==> config.mk <==
export PLATFORM = sky130hd
export DESIGN_NAME = sequential_magnitude_comparator
export DESIGN_NICKNAME = d
export VERILOG_FILES = /design/src/rtl/comparator_pkg.sv /design/src/rtl/digit_compare.sv /design/src/rtl/sequential_magnitude_comparator.sv
export SDC_FILE = /design/constraint.sdc
export NUM_CORES = 1
export LEC_CHECK = 0
export BUFFER_PORTS_ARGS = -buffer_cell sky130_fd_sc_hd__clkbuf_2
export CAP_MARGIN = 25
export CORE_AREA = 4 4 88 90
export DETAILED_ROUTE_END_ITERATION = 12
export DIE_AREA = 0 0 92 94
export GPL_TIMING_DRIVEN = 0
export PLACE_DENSITY = 0.76
export REMOVE_ABC_BUFFERS = 1
export SYNTH_ARGS = -nofsm -noshare
export SYNTH_HDL_FRONTEND = slang
export SYNTH_SLANG_ARGS = --single-unit
==> constraint.sdc <==
create_clock -name clk -period 1.85 [get_ports clk]
set_input_delay 0.2775 -clock clk [delete_from_list [all_inputs] [get_ports clk]]
set_output_delay 0.2775 -clock clk [all_outputs]
set_load 0.005 [all_outputs]
==> src/rtl/comparator_pkg.sv <==
// rtl/comparator_pkg.sv - shared types and helpers for the sequential magnitude comparator
package comparator_pkg;

  typedef enum logic [1:0] {
    IDLE = 2'd0,
    RUN  = 2'd1,
    DONE = 2'd2
  } state_e;

  // One-hot result encoding, ordered {l, e, g}
  localparam logic [2:0] RES_NONE = 3'b000;
  localparam logic [2:0] RES_LT   = 3'b100;
  localparam logic [2:0] RES_EQ   = 3'b010;
  localparam logic [2:0] RES_GT   = 3'b001;

  function automatic int clog2(input int value);
    int r;
    int v;
    r = 0;
    v = value - 1;
    while (v > 0) begin
      r = r + 1;
      v = v >> 1;
    end
    return r;
  endfunction

endpackage

==> src/rtl/digit_compare.sv <==
// rtl/digit_compare.sv - combinational unsigned compare of one DIGIT-wide chunk
module digit_compare #(
  parameter int DIGIT = 1
) (
  input  logic [DIGIT-1:0] x,
  input  logic [DIGIT-1:0] y,
  output logic             lt,
  output logic             gt
);

  assign lt = (x < y);
  assign gt = (x > y);

endmodule

==> src/rtl/sequential_magnitude_comparator.sv <==
// rtl/sequential_magnitude_comparator.sv - MSB-first multi-cycle compare with early exit
module sequential_magnitude_comparator
  import comparator_pkg::*;
#(
  parameter int WIDTH = 32,
  parameter int DIGIT = 1
) (
  input  logic             clk,
  input  logic             rst,
  input  logic [WIDTH-1:0] a,
  input  logic [WIDTH-1:0] b,
  input  logic             is_signed,
  input  logic             start,
  output logic             busy,
  output logic             done,
  output logic             l,
  output logic             e,
  output logic             g
);

  localparam int NCHUNK = WIDTH / DIGIT;
  localparam int CW     = clog2(NCHUNK + 1);

  state_e           state_q, state_d;
  logic [WIDTH-1:0] sa_q, sa_d;
  logic [WIDTH-1:0] sb_q, sb_d;
  logic [CW-1:0]    cnt_q, cnt_d;
  logic [2:0]       res_q, res_d;
  logic             chunk_lt, chunk_gt;

  digit_compare #(.DIGIT(DIGIT)) u_digit_compare (
    .x  (sa_q[WIDTH-1 -: DIGIT]),
    .y  (sb_q[WIDTH-1 -: DIGIT]),
    .lt (chunk_lt),
    .gt (chunk_gt)
  );

  always_ff @(posedge clk or negedge rst) begin
    if (!rst) begin
      state_q <= IDLE;
      sa_q    <= '0;
      sb_q    <= '0;
      cnt_q   <= '0;
      res_q   <= RES_NONE;
    end else begin
      state_q <= state_d;
      sa_q    <= sa_d;
      sb_q    <= sb_d;
      cnt_q   <= cnt_d;
      res_q   <= res_d;
    end
  end

  always_comb begin
    state_d = state_q;
    sa_d    = sa_q;
    sb_d    = sb_q;
    cnt_d   = cnt_q;
    res_d   = res_q;
    case (state_q)
      IDLE: begin
        if (start) begin
          // Flipping both sign bits maps two's-complement order onto unsigned order
          sa_d              = a;
          sb_d              = b;
          sa_d[WIDTH-1]     = a[WIDTH-1] ^ is_signed;
          sb_d[WIDTH-1]     = b[WIDTH-1] ^ is_signed;
          res_d             = RES_NONE;
          cnt_d             = CW'(NCHUNK);
          state_d           = RUN;
        end
      end
      RUN: begin
        if (chunk_gt) begin
          res_d   = RES_GT;
          state_d = DONE;
        end else if (chunk_lt) begin
          res_d   = RES_LT;
          state_d = DONE;
        end else if (cnt_q == CW'(1)) begin
          res_d   = RES_EQ;
          state_d = DONE;
        end else begin
          sa_d  = sa_q << DIGIT;
          sb_d  = sb_q << DIGIT;
          cnt_d = cnt_q - CW'(1);
        end
      end
      DONE: begin
        state_d = IDLE;
      end
      default: begin
        state_d = IDLE;
      end
    endcase
  end

  assign busy      = (state_q == RUN);
  assign done      = (state_q == DONE);
  assign {l, e, g} = res_q;

endmodule

==> flow_summary.ini, run 1 <==
[status]
status = finished clean

[floorplanning]
pin_count = 73
num_rows = 31
initial_core_util = 0.519
dieWidth_um = 92
coreArea_um2 = 7060
die_y_um = 94
die_area_um2 = 8650

[placed_design]
io_buffers = 72
dp_hpwl_um = 5200
place_congestion = 0.801
place_ws_ns = -1.13

[global_routing]
grt_pass1_wl_um = 15400
antenna_found_initial = 0
track_usage = 0.229
grt_max_degree = 48
grt_pass1_vias = 3052
overflow = 0

[critical_path]
start_kind = register
cp_cell_sequence = or3_4 > o211ai_4 > clkbuf_16 > and2_4 > buf_12 > o21ai_0
slowest_delay_ns = 0.41
slowest_stage = dfrtp_1
cp.required_ns = 2.07
critPathTopFamily = simple AND/OR/NAND/NOR gates
critical_path.max_fanout = 14
crit_buf_inv = 2
endpoint_kind = register
arrival_ns = 2.02
regToRegSetupSlack_ns = 0.05
criticalPathCategory = reg2reg

[timing]
rsz0062_at_grt = yes
slew_headroom = 0.709
setup_viol = 0
fin_crit_sh = 0.974
fmax_mhz = 555
setup_ws_ns = 0.0480
hold_viol = 0
final_max_slew_viol_count = 0
fin_crit_ns = 1.80
fin_skew_ns = 0.00852
fin_tns_setup_ns = 0
tightestPinTransition_ns = 0.437

[routing]
vias_per_cell = 5.52
drtIter0Drc = 142
vias = 2966
routed_wl_um = 9320
drc = 0
ant_nets = 0
wl_per_cell_um = 17.3
drt_first_pass_iters = 4

[clocking]
htreeDepth = 3
cts.reportedPaths.clkPinSlew_ns = 0.07
clkSinkCount = 75
clockBufferDepth = 2
clock_latency_ns = 0.35
cts_root_buffer = clkbuf_8
numCtsBuffers = 9
cts_tree = done

[power]
p_leak_nw = 2.17
vdd_drop_max_v = 0.000929
p_total_w = 0.00818
power.density_nw_per_um2 = 1810

[yosys]
post_synth.cell_area_avg_um2 = 10.4
ys.flop_type = dfrtp_1
ys_ff_latch = 75
synth_cell_types = 33
syn_area_um2 = 3660
synth_warnings = 0
synth_edf_count = 0
synth_cells = 354
async_flop_share = 1.00
synth.yosys.seq_area_share = 0.512

[finish]
num_antenna_cells = 0
nFillCells = 596
nets = 506
drive_above_1_share = 0.276
syn2layout_area_growth_pct = 23.6

[hold_path]
holdCritPathClass = in2reg

[flow_run]
drv_cap = 0
[power breakdown]
| group | internal, W | switching (W) | total, W |
|---|---|---|---|
| clock network | 0.000522 | 0.000589 | 0.00111 |
| registers | 0.00245 | 0.000482 | 0.00293 |
| logic | 0.00183 | 0.00230 | 0.00414 |
| total | 0.00481 | 0.00337 | 0.00818 |
[cells by family after synthesis]
logic type | synth area share
muxes | 0.169
AOI/OAI and AO/OA | 0.121
buffers and inverters | 0.0495
and+or+nand+nor | 0.126
DFF | 0.512
adders and majority gates | 0.0171
xor gates and xnor gates | 0.00478
[worst register-to-register path, delay by kind of cell (launching register included)]
family | cells | cell delay, ns
and+or+nand+nor | 2 | 0.57
DFF | 1 | 0.41
buffers and inverters | 2 | 0.34
AOI/OAI and AO/OA | 2 | 0.36
[registers in the layout (all words and copies together), names as in the netlist]
signal   cells
cnt_q        6
res_q        3
sb_q        32
sa_q        32
state_q      2
[worst paths after layout]
check,from,end,cells past startpoint
hold reg to reg,cnt_q[5],cnt_q[5],1
max in group asynchronous,rst,sb_q[10],3
min in group asynchronous,rst,res_q[1],2
setup reg to reg,cnt_q[3],sb_q[11],6
hold / removal,a[0],sa_q[0],3
setup / recovery,cnt_q[3],sb_q[11],6
[layer usage]
layer / vias up / track usage / routed length (µm)
li1: 1434 / - / -
met1: 1430 / 0.300 / 4150
met2: 88 / 0.374 / 4410
met3: 14 / 0.0457 / 580
met4: 0 / 0.0928 / 176
met5: - / 0 / 0
[synthesized netlist by cell type, types with 2 or more instances]
library cell,n,share of area
nand2b_1,2,0.0034
o211ai_1,2,0.0041
xnor2_1,2,0.0048
o31ai_1,2,0.0041
ha_1,5,0.017
dfrtp_1,75,0.51
nand2_1,10,0.010
inv_1,5,0.0051
nand3_1,66,0.090
a21oi_1,2,0.0027
mux2i_1,62,0.17
nor2_1,6,0.0061
a211o_1,2,0.0048
clkbuf_1,11,0.011
nor3_1,3,0.0041
buf_4,5,0.010
o21ai_0,66,0.090
buf_2,9,0.012
inv_2,2,0.0020
clkbuf_2,4,0.0055
[repair_timing]
| action | in CTS | in global routing |
|---|---|---|
| endpoints found under the hold margin | 28 | 0 |
| buffers inserted | 5 | 8 |
| endpoints found under the setup margin | 76 | 70 |
| resized for setup | 15 | 9 |
| gates cloned | 7 | 1 |
| hold buffers | 1 | 0 |
| pin swaps | 2 | 2 |
[layout make-up]
cell class / count / area (µm²) / area share
Sequential cell: 75 / 1880 / 0.415
Clock inverter: 4 / 26.3 / 0.00580
Clock buffer: 12 / 145 / 0.0320
Multi-Input combinational cell: 247 / 1690 / 0.372
Timing Repair Buffer: 91 / 612 / 0.135
Tap cell: 99 / 124 / 0.0273
Inverter: 7 / 42.5 / 0.00939
Timing Repair inverter: 2 / 17.5 / 0.00387
[layout by cell type (no fill, tap or decap), types with 2 or more instances in the layout]
cell type	instances
o21ai_1	7
nor2_1	4
and2_4	4
mux2i_1	62
buf_4	11
dfrtp_1	74
ha_1	5
clkinv_2	2
clkbuf_1	2
o211ai_1	2
nand2_1	9
xnor2_1	2
nand3_1	66
nor3_1	3
clkbuf_8	10
a211o_1	2
o31ai_1	2
buf_12	3
nor2_4	2
inv_1	5
o21ai_0	59
clkbuf_2	71
inv_6	2
a21oi_1	2
[through the flow]
step	std cells	hold slack (ns)	area [µm²]	util
6_report	537	0.158	4530	0.642
3_3_place_gp	495	0.465	3990	0.566
5_1_grt	537	0.157	4530	0.642
2_1_floorplan	324	-0.0181	3510	-
4_1_cts	528	0.147	4460	0.632
3_5_place_dp	500	0.269	4130	0.584
Power figures use the tool's default switching activity.
==> run 2, diff against run 1 <==
- CELL_PAD_IN_SITES_DETAIL_PLACEMENT: default -> 2
- CELL_PAD_IN_SITES_GLOBAL_PLACEMENT: default -> 2
- CORE_AREA: 4 4 88 90 -> 4 4 108 110
- DIE_AREA: 0 0 92 94 -> 0 0 112 114
- PLACE_DENSITY: 0.76 -> 0.78
==> run 2 against run 1 <==
Against the previous run: worst hold slack worse by 0.014 ns; first-iteration DRC count fell by 51%; critical endpoint is now sb_q[2]; power increased by 4.3%; utilization is 21 points lower; largest power group unchanged; non-clock buffer count decreased by 5; flip-flop and latch count did not move; register-to-register slack lost 0.02 ns.
==> flow_summary.ini, run 2 (same netlist as run 1, synthesis figures left out) <==
[global_routing]
antenna_found_initial = 0
overflow = 0
track_usage = 0.187
grt_pass1_wl_um = 18600
grt_max_degree = 56
grt_pass1_vias = 3506

[critical_path]
timing.rr.end = sb_q[2]
rr_worst_depth = 6
start_kind = register
criticalPathCategory = reg2reg
crit_start = cnt_q[3]
regToRegSetupSlack_ns = 0.03
worst_r2r_startpoint = cnt_q[3]
cp.required_ns = 2.08
arrival_ns = 2.05
worstSetupEndpoint = sb_q[2]
critical_path.max_fanout = 14
endpoint_kind = register

[finish]
fin_cells = 576
nets = 504
mostFrequentLayoutCells = dfrtp_1 (74), clkbuf_2 (71), nand3_1 (66)
drive_above_1_share = 0.268
syn2layout_area_growth_pct = 25.4
final_common_cell = dfrtp_1
stdcell_area_um2 = 4600
num_antenna_cells = 0
reg.largest.list = sa_q: 32 flops, sb_q: 32 flops, cnt_q: 6 flops

[timing]
slew_headroom = 0.564
tightestPinTransition_ns = 0.648
hold_slack_ns = 0.144
fmax_mhz = 549
fin_crit_ns = 1.82
fin_skew_ns = 0.00491
rsz0062_at_grt = yes
hold_viol = 0
fin_tns_setup_ns = 0
final_max_slew_viol_count = 0
setup_viol = 0
setup_ws_ns = 0.0273
fin_crit_sh = 0.985

[placed_design]
place_congestion = 0.726
dp_hpwl_um = 6420
io_buffers = 72
placed_cell_area_um2 = 4180
dp_cells = 541
place_ws_ns = -1.32

[clocking]
clkSinkCount = 75
clockBufferDepth = 2
cts_root_buffer = clkbuf_8
clock_latency_ns = 0.35
htreeDepth = 3
numCtsBuffers = 9
cts_tree = done
cts.reportedPaths.clkPinSlew_ns = 0.08

[routing]
ant_nets = 0
vias_per_cell = 5.34
routed_wl_um = 11500
drtIter0Drc = 69
vias = 3078
drt_first_pass_iters = 4
drc = 0
wl_per_cell_um = 20.0

[power]
vdd_drop_max_v = 0.000578
p_leak_nw = 2.17
power.density_nw_per_um2 = 1860

[floorplanning]
pin_count = 73
die_area_um2 = 12800
coreArea_um2 = 10700
dieWidth_um = 112
initial_core_util = 0.343
die_y_um = 114
num_rows = 38

[flow_run]
drv_cap = 0

[hold_path]
holdCritPathClass = in2reg
min-delay-start = a[0]

[status]
status = finished clean
-- run 2: layer usage --
layer,vias up,part of all wire,GRT usage,wire length (µm)
met2,65,0.49,0.311,5600
met5,-,0,0,0
met4,0,0.018,0.0665,208
met3,16,0.045,0.0435,516
li1,1438,-,-,-
met1,1559,0.45,0.240,5170
-- run 2: power breakdown --
part / switching, W / internal [W]
sequential: 0.000513 / 0.00245
clock: 0.000599 / 0.000661
combinational: 0.00249 / 0.00181
total: 0.00360 / 0.00492
-- run 2: layout make-up --
type	instances	area [µm²]
well taps	140	175
repair inverters	3	26.3
clock inverters	2	35.0
clock buffers	14	153
inverters	7	42.5
multi-input cells	249	1710
fillers	1179	6100
flip-flops and latches	75	1880
repair buffers	86	577
-- run 2: through the flow --
| step | util | power, W |
|---|---|---|
| 6_report | 0.430 | 0.00853 |
| 5_1_grt | 0.430 | 0.00926 |
| 4_1_cts | 0.425 | 0.00850 |
| 3_5_place_dp | 0.391 | 0.00656 |
| 3_3_place_gp | 0.378 | 0.00616 |
| 2_1_floorplan | - | 0.00525 |
-- run 2: how the worst min path moves through the flow --
stage,endpoint,depth (start not counted)
floorplan,cnt_q[0],0
global placement,cnt_q[5],1
detailed placement,sa_q[12],1
CTS,sa_q[0],3
global route,sb_q[0],3
finish,sa_q[0],3
-- run 2: critical path: stages (launching register included) --
cell,delay [ns]
dfrtp_1,0.42
or3_4,0.42
o211ai_4,0.25
buf_12,0.17
and2_4,0.18
buf_12,0.14
o21ai_1,0.10
-- run 2: timing repair --
action | in CTS | in global routing
pin swaps | 2 | 4
setup endpoints to repair | 76 | 65
gates resized for setup | 15 | 8
hold buffers | 1 | 0
buffers inserted | 6 | 2
cloned | 8 | 3
endpoints found under the hold margin | 20 | 0
==> run 3, diff against run 2 <==
- CORE_AREA: 4 4 108 110 -> 4 4 107 109
- DIE_AREA: 0 0 112 114 -> 0 0 111 113
- SYNTH_HIERARCHICAL: default -> 1
==> run 3 against run 2 <==
Against the previous run: highest routed layer unchanged; clock skew increased by 0.0084 ns; the flow now finishes with violations (negative setup slack); critical path depth increased by 1; final cell count increased by 4.2%; synthesized cell count decreased by 2.0%; count of clock-buffer cells in the layout decreased by 5; design area increased by 10%; critical endpoint is now sb_q[4]; utilization increased by 4.9 points.
==> flow_summary.ini, run 3 <==
[timing]
slew_headroom = 0.591
setup_ws_ns = -0.186
fin_skew_ns = 0.0133
fin_crit_ns = 2.04
hold_slack_ns = 0.141
fmax_mhz = 491
rsz0062_at_grt = yes
hold_viol = 0
setup_viol = 68
fin_crit_sh = 1.10
final_max_slew_viol_count = 0
tightestPinTransition_ns = 0.613

[placed_design]
io_buffers = 72
dp_cells = 538
place_congestion = 0.720
dp_hpwl_um = 6780
placed_cell_area_um2 = 4220

[status]
status = complete, but fails checks
failed_checks = negative setup slack

[critical_path]
critical_path.max_fanout = 21
arrival_ns = 2.28
timing.rr.end = sb_q[4]
start_kind = register
criticalPathCategory = reg2reg
cp.required_ns = 2.09
rr_worst_depth = 7
crit_start = cnt_q[3]
regToRegSetupSlack_ns = -0.19
worstSetupEndpoint = sb_q[4]
endpoint_kind = register
worst_r2r_startpoint = cnt_q[3]

[global_routing]
grt_pass1_wl_um = 19200
use_met1 = 0.252
track_usage = 0.194
grt_use_met3 = 0.0262
top_usage_layer = met2
met2_usage = 0.345
antenna_found_initial = 0
grt_pass1_vias = 3505
overflow = 0
grt_max_degree = 44

[clocking]
cts.reportedPaths.clkPinSlew_ns = 0.09
clkSinkCount = 75
cts_tree = done
clock_latency_ns = 0.36
htreeDepth = 3
numCtsBuffers = 9
clockBufferDepth = 2
cts_root_buffer = clkbuf_8

[floorplanning]
dieWidth_um = 111
coreArea_um2 = 10600
pin_count = 73
initial_core_util = 0.342
num_rows = 38
die_y_um = 113
die_area_um2 = 12500

[finish]
reg.largest.list = sa_q: 32 flops, sb_q: 32 flops, cnt_q: 6 flops
stdcell_area_um2 = 5070
final_common_cell = dfrtp_1
register_area_um2 = 1880
nets = 525
mostFrequentLayoutCells = dfrtp_1 (73), clkbuf_2 (71), nand3_1 (65)
fin_cells = 600
multi_input_area_um2 = 1710
drive_above_1_share = 0.357
nFillCells = 1082
syn2layout_area_growth_pct = 39.7
num_antenna_cells = 0
utilization = 0.478

[yosys]
synth.yosys.seq_area_share = 0.517
synth_common_cells = dfrtp_1 (75), nand3_1 (67), o21ai_0 (64), mux2i_1 (60), buf_2 (16)
syn_area_um2 = 3630
post_synth.cell_area_avg_um2 = 10.5
ys_ff_latch = 75
yosysMostFrequentCell = dfrtp_1
synth_warnings = 6
synth_cell_types = 33
yosysTopAreaCell = dfrtp_1
synth_cells = 347
synth_area_leaders = dfrtp_1 (52%), mux2i_1 (17%), nand3_1 (9.2%), o21ai_0 (8.8%), buf_2 (2.2%)
ys.flop_type = dfrtp_1
async_flop_share = 1.00
synth_edf_count = 0
netlist.area_leader.share = 0.517

[routing]
vias = 3231
drc = 0
ant_nets = 0
vias_per_cell = 5.39
drtIter0Drc = 136
wl_per_cell_um = 23.2
drt_first_pass_iters = 4
routed_wl_um = 13900

[power]
vdd_drop_max_v = 0.000983
power.density_nw_per_um2 = 2010
p_total_w = 0.0102
p_leak_nw = 2.37

[hold_path]
min-delay-start = b[0]
holdCritPathClass = in2reg

[flow_run]
drv_cap = 0
## run 3: changes by cell type after synthesis, moves of 3 or more
cell and delta:
o21ai_1 +3, buf_2 +7, clkbuf_2 -4, ha_1 -3
nand2_1 -3, buf_4 -4
## run 3: what timing repair did
action                                  CTS  global route
resized for setup                        19            54
gates cloned                              4             6
setup buffers                            18            18
hold endpoints to repair                 38             0
hold buffers                              1             0
pin swaps                                 2             2
endpoints found under the setup margin   74            73
## run 3: final cells by class
class | count | area share
flip-flops and latches | 75 | 0.371
clock inverters | 7 | 0.0136
well taps | 140 | 0.0346
clock buffers | 9 | 0.0244
multi-input cells | 238 | 0.336
repair buffers | 124 | 0.210
inverters | 7 | 0.0104
## run 3: critical path, stage by stage, from the launching register on
cell and delay [ns]:
dfrtp_1 0.38, or3_4 0.41, buf_6 0.14, o311ai_4 0.35, buf_4 0.25, buf_16 0.17
nand3_1 0.09, o21ai_0 0.13
## run 3: metal layers
metal	share of wire	wire (µm)	vias to the layer above
met4	0.011	159	0
met1	0.43	6030	1671
met2	0.52	7310	66
met5	0	0	-
li1	-	-	1483
met3	0.032	440	11
## run 3: worst min path at each step
stage / endpoint / slack, ns / depth (start not counted)
CTS: sb_q[0] / 0.15 / 3
floorplan: cnt_q[0] / -0.02 / 0
detailed placement: sb_q[30] / 0.34 / 1
global placement: sb_q[26] / 0.48 / 2
global route: sb_q[0] / 0.15 / 3
finish: sb_q[0] / 0.14 / 3
## run 3: logic make-up after synthesis
family | synth area share
AOI/OAI and AO/OA | 0.135
xor gates and xnor gates | 0.00483
adders and majority gates | 0.00690
buffers and inverters | 0.0428
DFF | 0.517
muxes | 0.174
and+or+nand+nor | 0.119
## run 3: report_power, final
group | internal, W | switching [W] | leakage (nW)
clock | 0.000618 | 0.000671 | 0.0950
combinational | 0.00287 | 0.00311 | 1.35
sequential | 0.00244 | 0.000505 | 0.933
## run 3: metrics by stage
stage,setup WS (ns),setup TNS (ns)
2_1_floorplan,-1.84,-126.26
3_3_place_gp,-3.85,-294.45
3_5_place_dp,-1.19,-60.71
4_1_cts,-0.0715,-0.665
5_1_grt,-0.255,-10.59
6_report,-0.186,-5.18
